<file path="src/rtl/display_scan_ctrl.sv">
//------------------------------------------------------------------------------
// Module   : display_scan_ctrl
// Purpose  : 3-digit multiplexed 7-segment scanner with double-buffered BCD load.
//            Optional leading-zero blanking: DISPLAY_SCAN_LEAD_ZERO_BLANK_EN.
// Revision : 1.0
//------------------------------------------------------------------------------
`default_nettype none

module display_scan_ctrl #(
  parameter int SCAN_DIV  = 50000,
  parameter int BLANK_CYC = 8
) (
  input  logic        clk,
  input  logic        rst,
  input  logic        enable,
  input  logic        load_valid,
  input  logic [11:0] load_data,
  output logic        load_ready,
  output logic [2:0]  transistor,
  output logic [6:0]  d7sp,
  output logic        frame_done
);

  localparam int CW = (SCAN_DIV > 1) ? $clog2(SCAN_DIV) : 1;
  localparam logic [CW-1:0] C_SLOT_LAST  = CW'(SCAN_DIV - 1);
  localparam logic [CW-1:0] C_BLANK_LAST = CW'(BLANK_CYC - 1);

  typedef enum logic [1:0] {
    S_IDLE  = 2'd0,
    S_BLANK = 2'd1,
    S_DRIVE = 2'd2
  } state_t;

  state_t        r_state;
  state_t        w_state_nxt;
  logic [1:0]    r_idx;
  logic [1:0]    w_idx_nxt;
  logic [CW-1:0] r_cnt;
  logic [CW-1:0] w_cnt_nxt;
  logic [11:0]   r_pending;
  logic [11:0]   r_active;
  logic          r_pending_full;
  logic          w_wrap;
  logic [3:0]    w_digit;
  logic          w_dark;
  logic          w_drive;
  logic [2:0]    w_tr_nxt;
  logic [6:0]    w_seg_nxt;
  logic          w_fd_nxt;

  function automatic logic [6:0] seg_decode(input logic [3:0] d);
    case (d)
      4'd0:    seg_decode = 7'b0111111;
      4'd1:    seg_decode = 7'b0000110;
      4'd2:    seg_decode = 7'b1011011;
      4'd3:    seg_decode = 7'b1001111;
      4'd4:    seg_decode = 7'b1100110;
      4'd5:    seg_decode = 7'b1101101;
      4'd6:    seg_decode = 7'b1111101;
      4'd7:    seg_decode = 7'b0000111;
      4'd8:    seg_decode = 7'b1111111;
      4'd9:    seg_decode = 7'b1101111;
      default: seg_decode = 7'b1000000;
    endcase
  endfunction

  assign load_ready = !r_pending_full;
  // Last DRIVE cycle of digit 2; the frame buffer swap happens at its closing edge.
  assign w_wrap = (r_state == S_DRIVE) && (r_idx == 2'd2) && (r_cnt == C_SLOT_LAST);

  always_comb begin
    w_state_nxt = r_state;
    w_idx_nxt   = r_idx;
    w_cnt_nxt   = r_cnt + CW'(1);
    if (!enable) begin
      w_state_nxt = S_IDLE;
      w_idx_nxt   = 2'd0;
      w_cnt_nxt   = '0;
    end else begin
      case (r_state)
        S_IDLE: begin
          w_state_nxt = S_BLANK;
          w_idx_nxt   = 2'd0;
          w_cnt_nxt   = '0;
        end
        S_BLANK: begin
          if (r_cnt == C_BLANK_LAST) w_state_nxt = S_DRIVE;
        end
        S_DRIVE: begin
          if (r_cnt == C_SLOT_LAST) begin
            w_state_nxt = S_BLANK;
            w_cnt_nxt   = '0;
            w_idx_nxt   = (r_idx == 2'd2) ? 2'd0 : r_idx + 2'd1;
          end
        end
        default: begin
          w_state_nxt = S_IDLE;
          w_idx_nxt   = 2'd0;
          w_cnt_nxt   = '0;
        end
      endcase
    end
  end

  always_comb begin
    case (w_idx_nxt)
      2'd0:    w_digit = r_active[3:0];
      2'd1:    w_digit = r_active[7:4];
      default: w_digit = r_active[11:8];
    endcase
  end

`ifdef DISPLAY_SCAN_LEAD_ZERO_BLANK_EN
  assign w_dark = ((w_idx_nxt == 2'd2) && (r_active[11:8] == 4'd0)) ||
                  ((w_idx_nxt == 2'd1) && (r_active[11:4] == 8'd0));
`else
  assign w_dark = 1'b0;
`endif

  // Outputs are registered from next-state values so they line up with the state.
  assign w_drive   = (w_state_nxt == S_DRIVE) && !w_dark;
  assign w_tr_nxt  = w_drive ? (3'b001 << w_idx_nxt) : 3'b000;
  assign w_seg_nxt = w_drive ? seg_decode(w_digit) : 7'b0000000;
  assign w_fd_nxt  = (w_state_nxt == S_DRIVE) && (w_idx_nxt == 2'd2) &&
                     (w_cnt_nxt == C_SLOT_LAST);

  always_ff @(posedge clk) begin
    if (rst) begin
      r_state    <= S_IDLE;
      r_idx      <= 2'd0;
      r_cnt      <= '0;
      transistor <= 3'b000;
      d7sp       <= 7'b0000000;
      frame_done <= 1'b0;
    end else begin
      r_state    <= w_state_nxt;
      r_idx      <= w_idx_nxt;
      r_cnt      <= w_cnt_nxt;
      transistor <= w_tr_nxt;
      d7sp       <= w_seg_nxt;
      frame_done <= w_fd_nxt;
    end
  end

  // Swap and accept are mutually exclusive: a swap needs pending_full, an accept needs it clear.
  always_ff @(posedge clk) begin
    if (rst) begin
      r_pending      <= 12'h000;
      r_active       <= 12'h000;
      r_pending_full <= 1'b0;
    end else begin
      if (w_wrap && r_pending_full) begin
        r_active       <= r_pending;
        r_pending_full <= 1'b0;
      end
      if (load_valid && !r_pending_full) begin
        r_pending      <= load_data;
        r_pending_full <= 1'b1;
      end
    end
  end

endmodule

`default_nettype wire

</file>
<file path="config.mk">
export PLATFORM = sky130hd
export DESIGN_NAME = display_scan_ctrl
export DESIGN_NICKNAME = d
export VERILOG_FILES = /design/src/rtl/display_scan_ctrl.sv
export SDC_FILE = /design/constraint.sdc
export NUM_CORES = 1
export LEC_CHECK = 0
export CAP_MARGIN = 10
export CORE_UTILIZATION = 40
export CTS_BUF_LIST = sky130_fd_sc_hd__clkbuf_8
export DETAILED_ROUTE_END_ITERATION = 10
export MAX_ROUTING_LAYER = met4
export SYNTH_ARGS = -nofsm -noshare
export SYNTH_HDL_FRONTEND = slang
export SYNTH_SLANG_ARGS = --single-unit
</file>
<file path="constraint.sdc">
create_clock -name clk -period 9.1 [get_ports clk]
set_input_delay 1.365 -clock clk [delete_from_list [all_inputs] [get_ports clk]]
set_output_delay 1.365 -clock clk [all_outputs]
set_load 0.01 [all_outputs]
</file>
==> reports/results.tsv <==
stage	metric	value	unit
pwr	cellLeakagePower	1.09	nW
grt	via_count_of_the_first_global_routing_pass	2083	
critical_path	critPathArrivalTime	4.22	ns
critical_path	cp-end-kind	register	
route	route.vias.total	2163	
timing	worst-slew-pin-transition	0.823	ns
timing	layout_setup_ws	5.13	ns
route	finalWirelength	5380	µm
layout	syn2layout_area_growth	14.8	%
place	placement.setup.worst_slack	4.86	ns
critical_path	crit_path_cell_trace	clkdlybuf4s50_1, nand2_2, nor3_1, mux2i_1, nand2_1, o311ai_1, inv_1, ha_1, mux2_1, a21oi_1	
critical_path	worstPathBufferInverterCount	2	
flow_run	maxCapViolCount	0	
grt	gr-total-overflow	0	
floorplanning	floorplan.initialDensity	42.5	%
synth	syn_avg_cell_area	8.74	µm²
clocking	clock_tree.htree_level_count	2	
synth	synth_async_sr_flop_share	0	%
timing	grt_setup_unrepaired	no	
place	port-buffer-count	27	
status	run_status	finished, final reports clean	
place	routabilityCongestion	0.795	
worst_hold_path	worstHoldPathCells	2	
clocking	cts.sinks	56	
synth	synth_ff_type	sky130_fd_sc_hd__dfxtp_1	
floorplanning	die-area	7240	µm²
critical_path	crit_type	in -> reg	
worst_hold_path	timing.hold.worst.start	r_active[6]	
floorplanning	coreArea	6490	µm²
synth	netlist.area_leader.share	40.6	%
synth	post_synthesis_cell_type_count	60	
critical_path	critical_path_depth	10	
timing	fin_tns_setup	0	ns
timing	finClkSkew	0.0127	ns
timing	achievable-frequency	252	MHz
critical_path	critical_path.max_stage_delay	0.74	ns
critical_path	required	9.35	ns
synth	netlist_instances	316	
synth	total_nets_after_synthesis	344	
clocking	clockBufferDepth	2	
critical_path	cp_max_fo	9	
route	route.antenna.remaining_nets	0	
clocking	clock_latency	0.32	ns
floorplanning	die_width	85.1	µm
clocking	cts-hold-fix-buffers	0	
synth	netlist.top_cell.by_area	sky130_fd_sc_hd__dfxtp_1	
timing	finalCriticalPeriod	3.97	ns
grt	global_route_wire_length_before_repair	9530	µm
synth	ys_seq_area_share	40.6	%
critical_path	critPathTopFamily	compound AO/OA/AOI/OAI gates	
timing	timing.final.crit_share	43.6	%
floorplanning	ports_placed_on_the_boundary	28	
route	drtIter0Drc	68	
floorplanning	num_rows	29	
synth	synth-edff-count	0	
timing	hold_viol_final	0	
worst_hold_path	timing.hold.worst.class	reg -> reg	
synth	netlist_top_cells_area	sky130_fd_sc_hd__dfxtp_1 41%, sky130_fd_sc_hd__nand2_1 8.4%, sky130_fd_sc_hd__a21oi_1 5.4%	
route	wire_per_inst	12.9	µm
synth	mappedNetlistArea	2760	µm²
layout	filler_cell_count	650	
grt	grt_max_degree	33	
critical_path	critPathLaunch	enable	
clocking	clk_pin_slew_worst_paths	0.11	ns
critical_path	crit_path_top_delay_cell	sky130_fd_sc_hd__o311ai_1	
critical_path	count_of_cells_along_the_worst_register_to_register_path	10	
clocking	postCtsSetupBuffers	0	
timing	finalMaxSlewViolations	0	
timing	slew-limit-headroom	44.2	%
clocking	number_of_buffers_inserted_during_clock_tree_synthesis	5	
synth	yosys_warnings	0	
pwr	peakVddDrop	0.0840	mV
clocking	cts_tree	yes	
grt	number_of_antenna_violations_at_the_first_check_in_global_routing	0	
clocking	cts_root_buf	sky130_fd_sc_hd__clkbuf_8	
layout	n_antenna_cell	0	
grt	gr_usage_total	16.9	%
route	viasPerCell	5.19	
route	drc	0	
route	firstDrtPassIters	4	
floorplanning	die_h	85.1	µm
clocking	cts.repair.resized	0	
critical_path	r2r_start	r_cnt[0]	
timing	finalSetupViolations	0	
place	dpl.hpwl	3900	µm
layout	post_route_cells_drive_above_1_share	9.41	%
synth	synth-seq-cells	56	
pwr	power-per-cell-area	133	nW/µm²
critical_path	cp-start-kind	input pin	
layout	fin_nets	367	
worst register-to-register path: stages (launching register included):
cell and delay (ns):
sky130_fd_sc_hd__dfxtp_1 0.39, sky130_fd_sc_hd__ha_1 0.27, sky130_fd_sc_hd__and4_1 0.24, sky130_fd_sc_hd__and4_1 0.34, sky130_fd_sc_hd__mux2i_1 0.33, sky130_fd_sc_hd__nand2_1 0.24, sky130_fd_sc_hd__o311ai_1 0.74, sky130_fd_sc_hd__inv_1 0.21
sky130_fd_sc_hd__ha_1 0.25, sky130_fd_sc_hd__mux2_1 0.27, sky130_fd_sc_hd__a21oi_1 0.13
synth_stat cells, drive strengths merged, types with 2 or more instances:
cell / number
a211o: 3
a21oi: 31
and2: 2
and3: 2
and4: 4
buf: 4
clkbuf: 8
dfxtp: 56
ha: 12
inv: 12
mux2: 3
mux2i: 5
nand2: 63
nand2b: 2
nand3: 13
nand3b: 4
nand4: 4
nor2: 26
nor2b: 2
nor3: 10
nor4: 3
o211ai: 2
o21ai: 3
o311ai: 3
o32ai: 4
or2: 3
or3: 2
xnor2: 8
xor2: 7
area by class of cell:
class / count / area [µm²] / area share (%)
Timing Repair Buffer: 28 / 278 / 8.76
Multi-Input combinational cell: 236 / 1530 / 48.3
Inverter: 12 / 45.0 / 1.42
Sequential cell: 56 / 1120 / 35.4
Tap cell: 77 / 96.3 / 3.04
Clock inverter: 3 / 28.8 / 0.908
Clock buffer: 5 / 68.8 / 2.17
cells by family (layout without fill, tap and decap cells):
group / after synthesis / after routing / share of synthesized area [%]
simple gates: 146 / 146 / 27.0
flops: 56 / 56 / 40.6
compound gates: 55 / 55 / 15.1
buf+inv: 24 / 48 / 3.90
xor+xnor: 15 / 15 / 4.76
fa+ha+maj: 12 / 12 / 5.44
mux: 8 / 8 / 3.17
layer usage:
| layer | vias to the layer above | part of all wire [%] | track usage (%) |
|---|---|---|---|
| met3 | 5 | 2.4 | 3.21 |
| met2 | 28 | 42 | 25.3 |
| met4 | 0 | 1.3 | 5.08 |
| met5 | - | 0 | - |
| li1 | 1141 | - | - |
| met1 | 989 | 54 | 23.0 |
registers in the layout (all words and copies together) (netlist names), 2 cells and up:
register    flops
r_idx           2
r_pending      12
d7sp            7
r_cnt          16
r_active       12
r_state         2
transistor      3
worst paths after layout:
| check | to | slack, ns |
|---|---|---|
| worst min-delay path | r_active[6] | 0.46 |
| worst min register to register | r_active[6] | 0.46 |
| worst max register to register | d7sp[6] | 5.63 |
| worst max-delay path | d7sp[6] | 5.13 |
power by group:
group | total (mW) | internal, mW | switching (mW)
clock network | 0.150 | 0.0584 | 0.0920
registers | 0.251 | 0.249 | 0.00229
logic | 0.0195 | 0.00989 | 0.00962
through the flow:
step | utilization [%] | hold WS [ns] | power, mW | instances | cell area [µm²]
3_5_place_dp | 47.3 | 0.443 | 0.276 | 409 | 3070
3_3_place_gp | 47.3 | 0.438 | 0.276 | 409 | 3070
2_1_floorplan | - | 0.427 | 0.266 | 316 | 2760
4_1_cts | 48.8 | 0.460 | 0.427 | 417 | 3170
6_report | 48.8 | 0.459 | 0.421 | 417 | 3170
5_1_grt | 48.8 | 0.483 | 0.436 | 417 | 3170
cell usage in the layout, fill, tap and decap left out, types with 2 or more instances in the layout:
cell type / n
sky130_fd_sc_hd__a211o_2: 2
sky130_fd_sc_hd__a21oi_1: 30
sky130_fd_sc_hd__and2_1: 2
sky130_fd_sc_hd__and4_1: 3
sky130_fd_sc_hd__clkbuf_8: 5
sky130_fd_sc_hd__clkdlybuf4s50_1: 27
sky130_fd_sc_hd__dfxtp_1: 56
sky130_fd_sc_hd__ha_1: 12
sky130_fd_sc_hd__inv_1: 12
sky130_fd_sc_hd__inv_6: 2
sky130_fd_sc_hd__mux2i_1: 5
sky130_fd_sc_hd__nand2_1: 62
sky130_fd_sc_hd__nand2b_1: 2
sky130_fd_sc_hd__nand3_1: 12
sky130_fd_sc_hd__nand3b_1: 4
sky130_fd_sc_hd__nand4_1: 4
sky130_fd_sc_hd__nor2_1: 26
sky130_fd_sc_hd__nor2b_1: 2
sky130_fd_sc_hd__nor3_1: 8
sky130_fd_sc_hd__nor3_2: 2
sky130_fd_sc_hd__nor4_4: 2
sky130_fd_sc_hd__o21ai_0: 3
sky130_fd_sc_hd__o311ai_4: 2
sky130_fd_sc_hd__o32ai_1: 4
sky130_fd_sc_hd__or2_2: 2
sky130_fd_sc_hd__or3_1: 2
sky130_fd_sc_hd__xnor2_1: 8
sky130_fd_sc_hd__xor2_1: 7
No activity file was read; power rests on OpenSTA's default activity.
